## config.mk

```make
export PLATFORM = sky130hd
export DESIGN_NAME = viterbi_frame_feeder_flat
export DESIGN_NICKNAME = d
export VERILOG_FILES = /design/src/rtl/viterbi_feeder_pkg.sv /design/src/rtl/viterbi_frame_feeder_if.sv /design/src/rtl/viterbi_feeder_bank_ctrl.sv /design/src/rtl/viterbi_frame_feeder.sv /design/src/flat_wrapper.sv
export SDC_FILE = /design/constraint.sdc
export NUM_CORES = 1
export LEC_CHECK = 0
export CORE_MARGIN = 4
export CORE_UTILIZATION = 46
export CTS_BUF_LIST = sky130_fd_sc_hd__clkbuf_16
export DETAILED_ROUTE_END_ITERATION = 16
export PLACE_DENSITY = 0.86
export SYNTH_ARGS = -nofsm -noshare
export SYNTH_HDL_FRONTEND = slang
export SYNTH_HIERARCHICAL = 1
export SYNTH_SLANG_ARGS = --single-unit
```

## constraint.sdc

```tcl
create_clock -name clk_i -period 4.6 [get_ports clk_i]
set_input_delay 0.69 -clock clk_i [delete_from_list [all_inputs] [get_ports clk_i]]
set_output_delay 0.69 -clock clk_i [all_outputs]
set_load 0.01 [all_outputs]
```

## src/rtl/viterbi_feeder_pkg.sv

```systemverilog
// Shared types for the Viterbi frame feeder.
//   launch_state_e : launcher FSM states
//   bank_state_e   : per-bank fill status
//   bank_sel_w()   : bank index width for a given bank count (at least 1 bit)
package viterbi_feeder_pkg;

    typedef enum logic [1:0] {
        IDLE  = 2'd0,
        START = 2'd1,
        WAIT  = 2'd2
    } launch_state_e;

    typedef enum logic {
        EMPTY = 1'b0,
        FULL  = 1'b1
    } bank_state_e;

    function automatic int bank_sel_w(input int num_buf);
        return (num_buf > 1) ? $clog2(num_buf) : 1;
    endfunction

    localparam int NUM_BUF_DEF = 2;
    localparam int BANK_SEL_W  = bank_sel_w(NUM_BUF_DEF);

endpackage

```

## src/rtl/viterbi_frame_feeder_if.sv

```systemverilog
// Softbit word stream (valid/ready handshake).
//   master : drives valid/data/last, receives ready
//   slave  : receives valid/data/last, drives ready
interface viterbi_frame_feeder_if #(
    parameter int SB_W = 24
);
    logic            valid;
    logic            ready;
    logic [SB_W-1:0] data;
    logic            last;

    modport master (output valid, output data, output last, input ready);
    modport slave  (input valid, input data, input last, output ready);
endinterface

```

## src/rtl/viterbi_feeder_bank_ctrl.sv

```systemverilog
// Bank bookkeeping for the feeder: one EMPTY/FULL flag per bank plus the
// fill and launch pointers. Banks are filled and launched in the same
// circular order, so the two pointers form a FIFO of bank indices.
//   close_i : the fill bank has received its last word -> FULL, advance
//   free_i  : the launch bank has been decoded -> EMPTY, advance
//   clr_i   : synchronous return to the reset state
module viterbi_feeder_bank_ctrl
    import viterbi_feeder_pkg::*;
#(
    parameter int NUM_BUF = 2,
    localparam int SEL_W  = bank_sel_w(NUM_BUF)
) (
    input  logic             clk_i,
    input  logic             rst_i,
    input  logic             clr_i,
    input  logic             close_i,
    input  logic             free_i,
    output logic [SEL_W-1:0] fill_bank_o,
    output logic [SEL_W-1:0] launch_bank_o,
    output logic             fill_empty_o,
    output logic             launch_full_o,
    output logic             all_empty_o
);

    bank_state_e      status_q [NUM_BUF];
    bank_state_e      status_d [NUM_BUF];
    logic [SEL_W-1:0] fill_q, fill_d;
    logic [SEL_W-1:0] launch_q, launch_d;

    // Close and free never address the same bank: close needs an EMPTY fill
    // bank, free needs a FULL launch bank.
    always_comb begin
        status_d = status_q;
        fill_d   = fill_q;
        launch_d = launch_q;
        if (clr_i) begin
            for (int i = 0; i < NUM_BUF; i++) status_d[i] = EMPTY;
            fill_d   = '0;
            launch_d = '0;
        end else begin
            if (close_i) begin
                status_d[fill_q] = FULL;
                fill_d           = fill_q + 1'b1;
            end
            if (free_i) begin
                status_d[launch_q] = EMPTY;
                launch_d           = launch_q + 1'b1;
            end
        end
    end

    always_ff @(posedge clk_i or posedge rst_i) begin
        if (rst_i) begin
            for (int i = 0; i < NUM_BUF; i++) status_q[i] <= EMPTY;
            fill_q   <= '0;
            launch_q <= '0;
        end else begin
            status_q <= status_d;
            fill_q   <= fill_d;
            launch_q <= launch_d;
        end
    end

    always_comb begin
        all_empty_o = 1'b1;
        for (int i = 0; i < NUM_BUF; i++) begin
            if (status_q[i] != EMPTY) all_empty_o = 1'b0;
        end
    end

    assign fill_bank_o   = fill_q;
    assign launch_bank_o = launch_q;
    assign fill_empty_o  = (status_q[fill_q] == EMPTY);
    assign launch_full_o = (status_q[launch_q] == FULL);

endmodule

```

## src/rtl/viterbi_frame_feeder.sv

```systemverilog
// Multi-bank softbit loader in front of viterbi_core. Each frame from the
// input stream is written into its own bank of the source SRAM; full banks
// are launched on the core in order and freed on frame_done.
//   in_s                 : softbit word stream (slave side)
//   sram_*               : source SRAM port, shared with core reads
//   core_src_rd_i/addr_i : core read request (has priority over writes)
//   core_frame_start_o   : one-cycle launch pulse, with bank base address
//   core_frame_done_i    : core completion pulse
//   frames_done_o        : completed-frame count (wraps)
//   len_err_o            : sticky frame-length error
//   idle_o               : nothing buffered and launcher idle
//
// Launcher states:
//   state | meaning
//   IDLE  | no frame in the core; launch when the oldest bank is FULL
//   START | core_frame_start_o high for this one cycle
//   WAIT  | core decoding; frame_done frees the bank
module viterbi_frame_feeder
    import viterbi_feeder_pkg::*;
#(
    parameter int SB_W       = 24,
    parameter int SRC_ADDR_W = 12,
    parameter int BANK_AW    = 8,
    parameter int NUM_BUF    = 2,
    parameter int LEN_W      = 12,
    parameter int CNT_W      = 16
) (
    input  logic                  clk_i,
    input  logic                  rst_i,
    input  logic                  clr_i,
    input  logic                  enable_i,
    input  logic [LEN_W-1:0]      frame_words_i,
    viterbi_frame_feeder_if.slave in_s,
    output logic                  sram_wr_o,
    output logic                  sram_rd_o,
    output logic [SRC_ADDR_W-1:0] sram_addr_o,
    output logic [SB_W-1:0]       sram_wdata_o,
    input  logic                  core_src_rd_i,
    input  logic [SRC_ADDR_W-1:0] core_src_addr_i,
    output logic                  core_frame_start_o,
    output logic [SRC_ADDR_W-1:0] core_src_start_addr_o,
    input  logic                  core_frame_done_i,
    output logic [CNT_W-1:0]      frames_done_o,
    output logic                  len_err_o,
    output logic                  idle_o
);

    localparam int SEL_W = bank_sel_w(NUM_BUF);
    localparam int CMP_W = (LEN_W > BANK_AW + 1) ? LEN_W : BANK_AW + 1;
    localparam int CAP_I = 1 << BANK_AW;
    localparam logic [CMP_W-1:0] CAP = CMP_W'(CAP_I);

    logic [SEL_W-1:0]      fill_bank, launch_bank;
    logic                  fill_empty, launch_full, all_empty;
    logic                  accept, close, free, err_now;
    logic                  hit_len, hit_cap, bad_len;
    logic [CMP_W-1:0]      cnt, eff_len;

    logic [BANK_AW-1:0]    wptr_q, wptr_d;
    logic [LEN_W-1:0]      len_q, len_d;
    logic                  len_err_q, len_err_d;
    launch_state_e         state_q, state_d;
    logic                  start_q, start_d;
    logic [SRC_ADDR_W-1:0] start_addr_q, start_addr_d;
    logic [CNT_W-1:0]      done_cnt_q, done_cnt_d;

    viterbi_feeder_bank_ctrl #(.NUM_BUF(NUM_BUF)) u_bank_ctrl (
        .clk_i         (clk_i),
        .rst_i         (rst_i),
        .clr_i         (clr_i),
        .close_i       (close),
        .free_i        (free),
        .fill_bank_o   (fill_bank),
        .launch_bank_o (launch_bank),
        .fill_empty_o  (fill_empty),
        .launch_full_o (launch_full),
        .all_empty_o   (all_empty)
    );

    assign in_s.ready = enable_i && !clr_i && !core_src_rd_i && fill_empty;
    assign accept     = in_s.valid && in_s.ready;

    // Frame length is latched on the first word of a bank; that first word
    // must already be checked against the live input.
    assign eff_len = (wptr_q == '0) ? CMP_W'(frame_words_i) : CMP_W'(len_q);
    assign cnt     = CMP_W'(wptr_q) + CMP_W'(1);
    assign hit_len = (cnt == eff_len);
    assign hit_cap = (cnt == CAP);
    assign bad_len = (eff_len == '0) || (eff_len > CAP);
    assign close   = accept && (in_s.last || hit_len || hit_cap);
    assign err_now = accept && ((in_s.last && !hit_len) ||
                                ((hit_len || hit_cap) && !in_s.last) ||
                                bad_len);
    assign free    = (state_q == WAIT) && core_frame_done_i && !clr_i;

    // Core reads own the port; loader writes only ever happen when ready,
    // which already excludes read cycles.
    always_comb begin
        sram_wr_o    = 1'b0;
        sram_rd_o    = 1'b0;
        sram_addr_o  = '0;
        sram_wdata_o = '0;
        if (core_src_rd_i) begin
            sram_rd_o   = 1'b1;
            sram_addr_o = core_src_addr_i;
        end else if (accept) begin
            sram_wr_o    = 1'b1;
            sram_addr_o  = SRC_ADDR_W'({fill_bank, wptr_q});
            sram_wdata_o = in_s.data;
        end
    end

    always_comb begin
        wptr_d    = wptr_q;
        len_d     = len_q;
        len_err_d = len_err_q;
        if (clr_i) begin
            wptr_d    = '0;
            len_d     = '0;
            len_err_d = 1'b0;
        end else if (accept) begin
            if (wptr_q == '0) len_d = frame_words_i;
            wptr_d = close ? '0 : wptr_q + 1'b1;
            if (err_now) len_err_d = 1'b1;
        end
    end

    always_comb begin
        state_d      = state_q;
        start_d      = 1'b0;
        start_addr_d = start_addr_q;
        done_cnt_d   = done_cnt_q;
        if (clr_i) begin
            state_d      = IDLE;
            start_addr_d = '0;
            done_cnt_d   = '0;
        end else begin
            case (state_q)
                IDLE: begin
                    if (enable_i && launch_full) begin
                        state_d      = START;
                        start_d      = 1'b1;
                        start_addr_d = SRC_ADDR_W'(launch_bank) << BANK_AW;
                    end
                end
                START: state_d = WAIT;
                WAIT: begin
                    if (core_frame_done_i) begin
                        state_d    = IDLE;
                        done_cnt_d = done_cnt_q + 1'b1;
                    end
                end
                default: state_d = IDLE;
            endcase
        end
    end

    always_ff @(posedge clk_i or posedge rst_i) begin
        if (rst_i) begin
            wptr_q       <= '0;
            len_q        <= '0;
            len_err_q    <= 1'b0;
            state_q      <= IDLE;
            start_q      <= 1'b0;
            start_addr_q <= '0;
            done_cnt_q   <= '0;
        end else begin
            wptr_q       <= wptr_d;
            len_q        <= len_d;
            len_err_q    <= len_err_d;
            state_q      <= state_d;
            start_q      <= start_d;
            start_addr_q <= start_addr_d;
            done_cnt_q   <= done_cnt_d;
        end
    end

    assign core_frame_start_o    = start_q;
    assign core_src_start_addr_o = start_addr_q;
    assign frames_done_o         = done_cnt_q;
    assign len_err_o             = len_err_q;
    assign idle_o                = all_empty && (state_q == IDLE) && (wptr_q == '0);

endmodule

```

## src/flat_wrapper.sv

```systemverilog
// flat-port wrapper written by rule: the top's interface ports become plain ports
module viterbi_frame_feeder_flat import viterbi_feeder_pkg::*;
#(
    parameter int SB_W       = 24,
    parameter int SRC_ADDR_W = 12,
    parameter int BANK_AW    = 8,
    parameter int NUM_BUF    = 2,
    parameter int LEN_W      = 12,
    parameter int CNT_W      = 16
)
  (clk_i, rst_i, clr_i, enable_i, frame_words_i, sram_wr_o, sram_rd_o, sram_addr_o, sram_wdata_o, core_src_rd_i, core_src_addr_i, core_frame_start_o, core_src_start_addr_o, core_frame_done_i, frames_done_o, len_err_o, idle_o, in_s_valid, in_s_data, in_s_last, in_s_ready);
  viterbi_frame_feeder_if #(.SB_W(SB_W)) in_s_i ();
  input  logic clk_i;
  input  logic rst_i;
  input  logic clr_i;
  input  logic enable_i;
  input  logic [LEN_W-1:0] frame_words_i;
  output logic sram_wr_o;
  output logic sram_rd_o;
  output logic [SRC_ADDR_W-1:0] sram_addr_o;
  output logic [SB_W-1:0] sram_wdata_o;
  input  logic core_src_rd_i;
  input  logic [SRC_ADDR_W-1:0] core_src_addr_i;
  output logic core_frame_start_o;
  output logic [SRC_ADDR_W-1:0] core_src_start_addr_o;
  input  logic core_frame_done_i;
  output logic [CNT_W-1:0] frames_done_o;
  output logic len_err_o;
  output logic idle_o;
  input wire logic [$bits(in_s_i.valid)-1:0] in_s_valid;
  input wire logic [$bits(in_s_i.data)-1:0] in_s_data;
  input wire logic [$bits(in_s_i.last)-1:0] in_s_last;
  output wire logic [$bits(in_s_i.ready)-1:0] in_s_ready;
  assign in_s_i.valid = in_s_valid;
  assign in_s_i.data = in_s_data;
  assign in_s_i.last = in_s_last;
  assign in_s_ready = in_s_i.ready;
  viterbi_frame_feeder #(.SB_W(SB_W), .SRC_ADDR_W(SRC_ADDR_W), .BANK_AW(BANK_AW), .NUM_BUF(NUM_BUF), .LEN_W(LEN_W), .CNT_W(CNT_W)) u_core (.clk_i(clk_i), .rst_i(rst_i), .clr_i(clr_i), .enable_i(enable_i), .frame_words_i(frame_words_i), .in_s(in_s_i), .sram_wr_o(sram_wr_o), .sram_rd_o(sram_rd_o), .sram_addr_o(sram_addr_o), .sram_wdata_o(sram_wdata_o), .core_src_rd_i(core_src_rd_i), .core_src_addr_i(core_src_addr_i), .core_frame_start_o(core_frame_start_o), .core_src_start_addr_o(core_src_start_addr_o), .core_frame_done_i(core_frame_done_i), .frames_done_o(frames_done_o), .len_err_o(len_err_o), .idle_o(idle_o));
endmodule
```

# ---- Word level (Yosys, flattened, before mapping)
# Cells that the tools add are included.
dict set report op_classes {
  reduce_logical 40
  muxes 49
  n_bitwise 6
  order_cmp 5
  n_addsub 5
  eq_ne 6
}
# cell count
set ops {}
lappend ops {{two-way mux 12 bit} 7}
lappend ops {{two-way mux 16 bit} 3}
lappend ops {{two-way mux 24 bit} 2}
lappend ops {{two-way mux 8 bit} 3}
lappend ops {{two-way mux 1 bit} 23}
lappend ops {{adder 16 x 1 -> 16 bit (second input constant)} 1}
lappend ops {{nonzero test 2 bit} 8}
lappend ops {{logical AND 1 bit} 15}
lappend ops {{two-way mux 2 bit} 7}
lappend ops {{equality test 12 bit} 1}
lappend ops {{equality test 12 x 9 -> 1 bit (second input constant)} 1}
lappend ops {{> comparator 12 x 9 -> 1 bit (second input constant)} 1}
lappend ops {{logical NOT 12 bit} 1}
lappend ops {{adder 8 x 1 -> 9 bit (second input constant)} 1}
lappend ops {{two-way mux 9 bit} 1}
lappend ops {{adder 8 x 1 -> 8 bit (second input constant)} 1}
lappend ops {{logical NOT 8 bit} 1}
lappend ops {{AND reduction 2 bit} 4}
lappend ops {{logical OR 1 bit} 6}
lappend ops {{one-hot mux 2 bit (3 select lines)} 1}
lappend ops {{>= comparator 2 bit (second input constant)} 2}
lappend ops {{logical NOT 1 bit} 4}
lappend ops {{< comparator 2 x 1 -> 1 bit (second input constant)} 2}
lappend ops {{inverter 1 -> 2 bit} 2}
lappend ops {{11 further kinds} 13}
dict set report word_totals {
  input_bits 56
  register_bits 56
  word_cells 122
  output_inout_bits 70
}

# ---- Logic depth before layout (Yosys ltp)
dict set report depth {
  word_depth 13
  depth_mapped 14
  ltp_nobuf 11
}

# ---- Hierarchy
# Netlist, hierarchy kept.
# module instances area_each_um2 cells_each seq_area_each_um2
set by_module_without_submodules {}
lappend by_module_without_submodules {viterbi_frame_feeder 1 2751.4 323 1026.0}
lappend by_module_without_submodules {viterbi_feeder_bank_ctrl 1 198.9 19 100.1}

# ---- Worst setup path before layout
# No wires, ideal clock.
dict set report synth_path {
  path_kind {register to register}
  start {register u_core.wptr_q[0]}
  end {register u_core/u_bank_ctrl/status_q[0] in the netlist's numbering}
  period_less_slack_ns 2.803
  path_slack_ns 1.797
  t_arrival_ns 2.709
  setup_ns 0.094
  t_required_ns 4.506
  path_stages_with_launch 13
  n_path_buf 2
  path_cell_list {dfrtp_1 clkbuf_1 inv_1 ha_1 nor4b_4 and2_4 or4b_1 a311oi_1 nand4_1 buf_6 a21oi_1 a21oi_1 a211oi_1}
}
# item line
set synth_lines {}
lappend synth_lines {{start, declared} viterbi_frame_feeder.sv:59} ;# logic [BANK_AW-1:0] wptr_q, wptr_d;
lappend synth_lines {{start signal, assigned} viterbi_frame_feeder.sv:168} ;# wptr_q <= wptr_d;
lappend synth_lines {{end signal, assigned} viterbi_feeder_bank_ctrl.sv:58} ;# status_q <= status_d;
lappend synth_lines {{end, declared} viterbi_feeder_bank_ctrl.sv:25} ;# bank_state_e status_q [NUM_BUF];

# ---- Worst setup path in the final report
dict set report layout_path {
  start {input port core_src_rd_i}
  end {output port sram_addr_o[4]}
}
dict set report layout_via {
  elab_chain_len 6
}
# item line
set layout_rtl {}
lappend layout_rtl {{start, declared} flat_wrapper.sv:22} ;# input logic core_src_rd_i;
lappend layout_rtl {{logical NOT 1 bit} viterbi_frame_feeder.sv:80} ;# assign in_s.ready = enable_i && !clr_i && !core_src_rd_i && fill_empty;
lappend layout_rtl {{logical AND 1 bit (2 in a row)} viterbi_frame_feeder.sv:80}
lappend layout_rtl {{logical AND 1 bit} viterbi_frame_feeder.sv:81} ;# assign accept = in_s.valid && in_s.ready;
lappend layout_rtl {{two-way mux 9 bit} viterbi_frame_feeder.sv:106} ;# end else if (accept) begin
lappend layout_rtl {{two-way mux 12 bit (*)} viterbi_frame_feeder.sv:103} ;# if (core_src_rd_i) begin
lappend layout_rtl {{end, declared} flat_wrapper.sv:20} ;# output logic [SRC_ADDR_W-1:0] sram_addr_o;
# Every way passes the cells marked *; elsewhere a longest branch is shown, timed or not.

==> results.txt <==
Setup TNS - 0 ps
Post-CTS setup buffer count - 0
N_diodes - 0
PD cells - 216 nW/um2
Reg2Reg Setup Slack - 980 ps
Post-Syn Area per Cell - 8.63 um2
CTS Hold Bufs - 0
Vias per cell - 5.41
Hold Vio Cnt, Final - 0
Final Util - 69.6%
Hold_sp - u_core/core_src_start_addr_o[8]
CP required - 3910 ps
Layout cells sized above 1 - 4.91%
GPL Wtd Cong - 0.890
Vias in the first global route - 2,697
Area share of the largest cell type after synthesis - 38.2%
Clk_lat worst skew - 280 ps
Critical Path Fanout Max - 26
Vias - 2,827
Hpwl dp - 6190 um
Maxcap violations - 0
Hold Path End - u_core/core_src_start_addr_o[8]
Final Skew - 3.27 ps
Die X-Extent - 88.1 um
Period utilization - 81.0%
Unrepaired setup endpoints after global routing - no
Top cells by area, synth - dfrtp_1 (38%), and3_1 (5.9%), nand2_1 (5.2%), xor2_1 (4.2%), mux2i_1 (3.7%)
Initial Utilization - 48.7%
Worst min path class - flop to flop
Arr. time, crit path - 3040 ps
H-tree lvl count - 2
CTS Buf Count - 5
Leak - 0.00182 uW
Final antenna-violating net count - 0
Final setup vio count - 0
Synth area leader - dfrtp_1
Most frequent cells in the layout - clkdlybuf4s50_1 (114), dfrtp_1 (45), nand2_1 (41), and3_1 (28), nor2_1 (25)
Post-CTS sizing - 0
Minimum clock period - 3730 ps
DRT Wirelength - 8390 um
Pre-CTS setup slack - 856 ps
R2R Path Start - u_core/wptr_q[0]
Post-Synthesis Cells - 342
Cell variety after synth - 46
Congestion Overflow GR - 0
Largest net degree at the start of global routing - 47
Clock Tree Buf Depth - 2
Root Buffer - clkbuf_16
Worst Tran Pin Value - 722 ps
Sequential element share of the synthesized area - 38.2%
WL per Instance - 16.0 um
P&R area growth vs syn - 43.0%
Final instance count without filler cells - 523
Cell Rows - 28
Number of synthesis warnings - 6
Slew HR - 51.9%
Die Ht - 88.1 um
Die area - 7760 um2
Pre-antenna DRT Iters - 4
Tot Pwr - 913 uW
Startpoint Class - input pin
Final nets - 506
Post-synth EDFFs - 0
Crit end category - output pin
CTS tree - done
Reg2reg path depth - 11
R2R Path End - u_core/u_bank_ctrl/status_q[0]
Port buffer count - 114
Clock slew at reported path FFs - 60 ps
Commonest non-fill, non-tap cell in the layout - clkdlybuf4s50_1
Max-slew violation count - 0
Initial antenna violation count - 0
I/O Pins - 126
Ys flop type - dfrtp_1
# DRC - 0
CTS Sinks - 45
Flops & latches, synth - 45
Global-route wire length before repair - 13,100 um
Async SR Flop Fraction - 100%
Achievable Freq - 0.268 GHz
WHS Path Cells - 2
WS Path Type - input pin to output pin
Gr usage total - 21.6%
Worst IR drop on VDD - 0.000151 V
Post-synthesis cell area - 2950 um2
Placeable Area - 6060 um2
Outcome - finished, final reports clean
Placed insts - 515
Slack of the critical path - 873 ps
DR iter-0 viols - 163
==> metrics by stage <==
stage | hold slack (ps) | area, um2
final | 544 | 4220
after global routing | 584 | 4220
after CTS | 555 | 4220
after detailed placement | 531 | 4070
after global placement | 509 | 4070
after floorplan | 456 | 2990
==> sequential cells by signal, summed over array words and instances, names as in the netlist <==
name	flops
u_core/state_q	2
u_core/len_q	12
u_core/frames_done_o	16
u_core/u_bank_ctrl/status_q	2
u_core/core_frame_start_o	1
u_core/u_bank_ctrl/launch_bank_o	1
u_core/wptr_q	8
u_core/core_src_start_addr_o	1
u_core/len_err_o	1
u_core/u_bank_ctrl/fill_bank_o	1
==> layout make-up <==
type	count	area, um2
sequential	45	1130
inverter	11	41.3
tap	75	93.8
clock buffer	5	125
fill	473	1840
multi-input combinational	264	1630
clock inverter	3	20.0
timing repair buffer	120	1190
==> routing by layer <==
metal	vias up	track usage [%]	part of all wire (%)
li1	1383	-	-
met1	1321	27.2	40
met2	109	36.8	50
met3	14	5.08	8.3
met4	0	7.01	2.1
met5	-	0	0
==> critical path, stage by stage <==
cell             delay (ps)
clkdlybuf4s50_1         390
buf_4                   180
nor4bb_2                300
buf_4                   280
nand2_1                 100
inv_1                   340
a22o_1                  200
clkdlybuf4s50_1         530
==> synth_stat cells (3+ instances only) <==
cell type and n:
nand4_1 8, and3_1 28, mux2i_1 11, xnor2_1 12
a22o_1 6, nand2b_1 13, inv_1 11, nor4_1 6
nor2_1 25, or3_1 6, nand3_1 10, o21ai_0 22
buf_2 3, dfrtp_1 45, xor2_1 14, and2_1 3
clkbuf_1 14, ha_1 3, nand2_1 41, a21oi_1 11
a31oi_1 3, buf_4 12, nor3_1 8
==> report_power, final <==
part	internal [uW]	switching, uW	leakage, uW
clock	201	152	0.0000679
sequential	401	5.20	0.000626
combinational	85.4	67.9	0.00113
==> logic make-up (layout without fill, tap and decap cells) <==
logic type      Yosys count  count (layout)  synth area share [%]
fa+ha+maj                 3               3                  1.27
compound gates           55              55                  12.2
buf+inv                  43             139                  8.18
other cells               1              11                 0.127
xor+xnor                 26              26                  7.72
mux                      11              11                  3.73
simple gates            158             158                  28.6
flops                    45              45                  38.2
==> worst max-delay path by stage <==
stage | from | endpoint | depth (start not counted)
global route | u_core/wptr_q[0] | u_core/u_bank_ctrl/status_q[0] | 11
floorplan | u_core/wptr_q[0] | u_core/u_bank_ctrl/status_q[0] | 12
finish | core_src_rd_i | sram_addr_o[4] | 8
detailed placement | core_src_rd_i | sram_addr_o[4] | 8
global placement | core_src_rd_i | sram_addr_o[8] | 8
CTS | core_src_rd_i | sram_addr_o[4] | 8
Note: power is estimated with default switching activity, not from simulation.
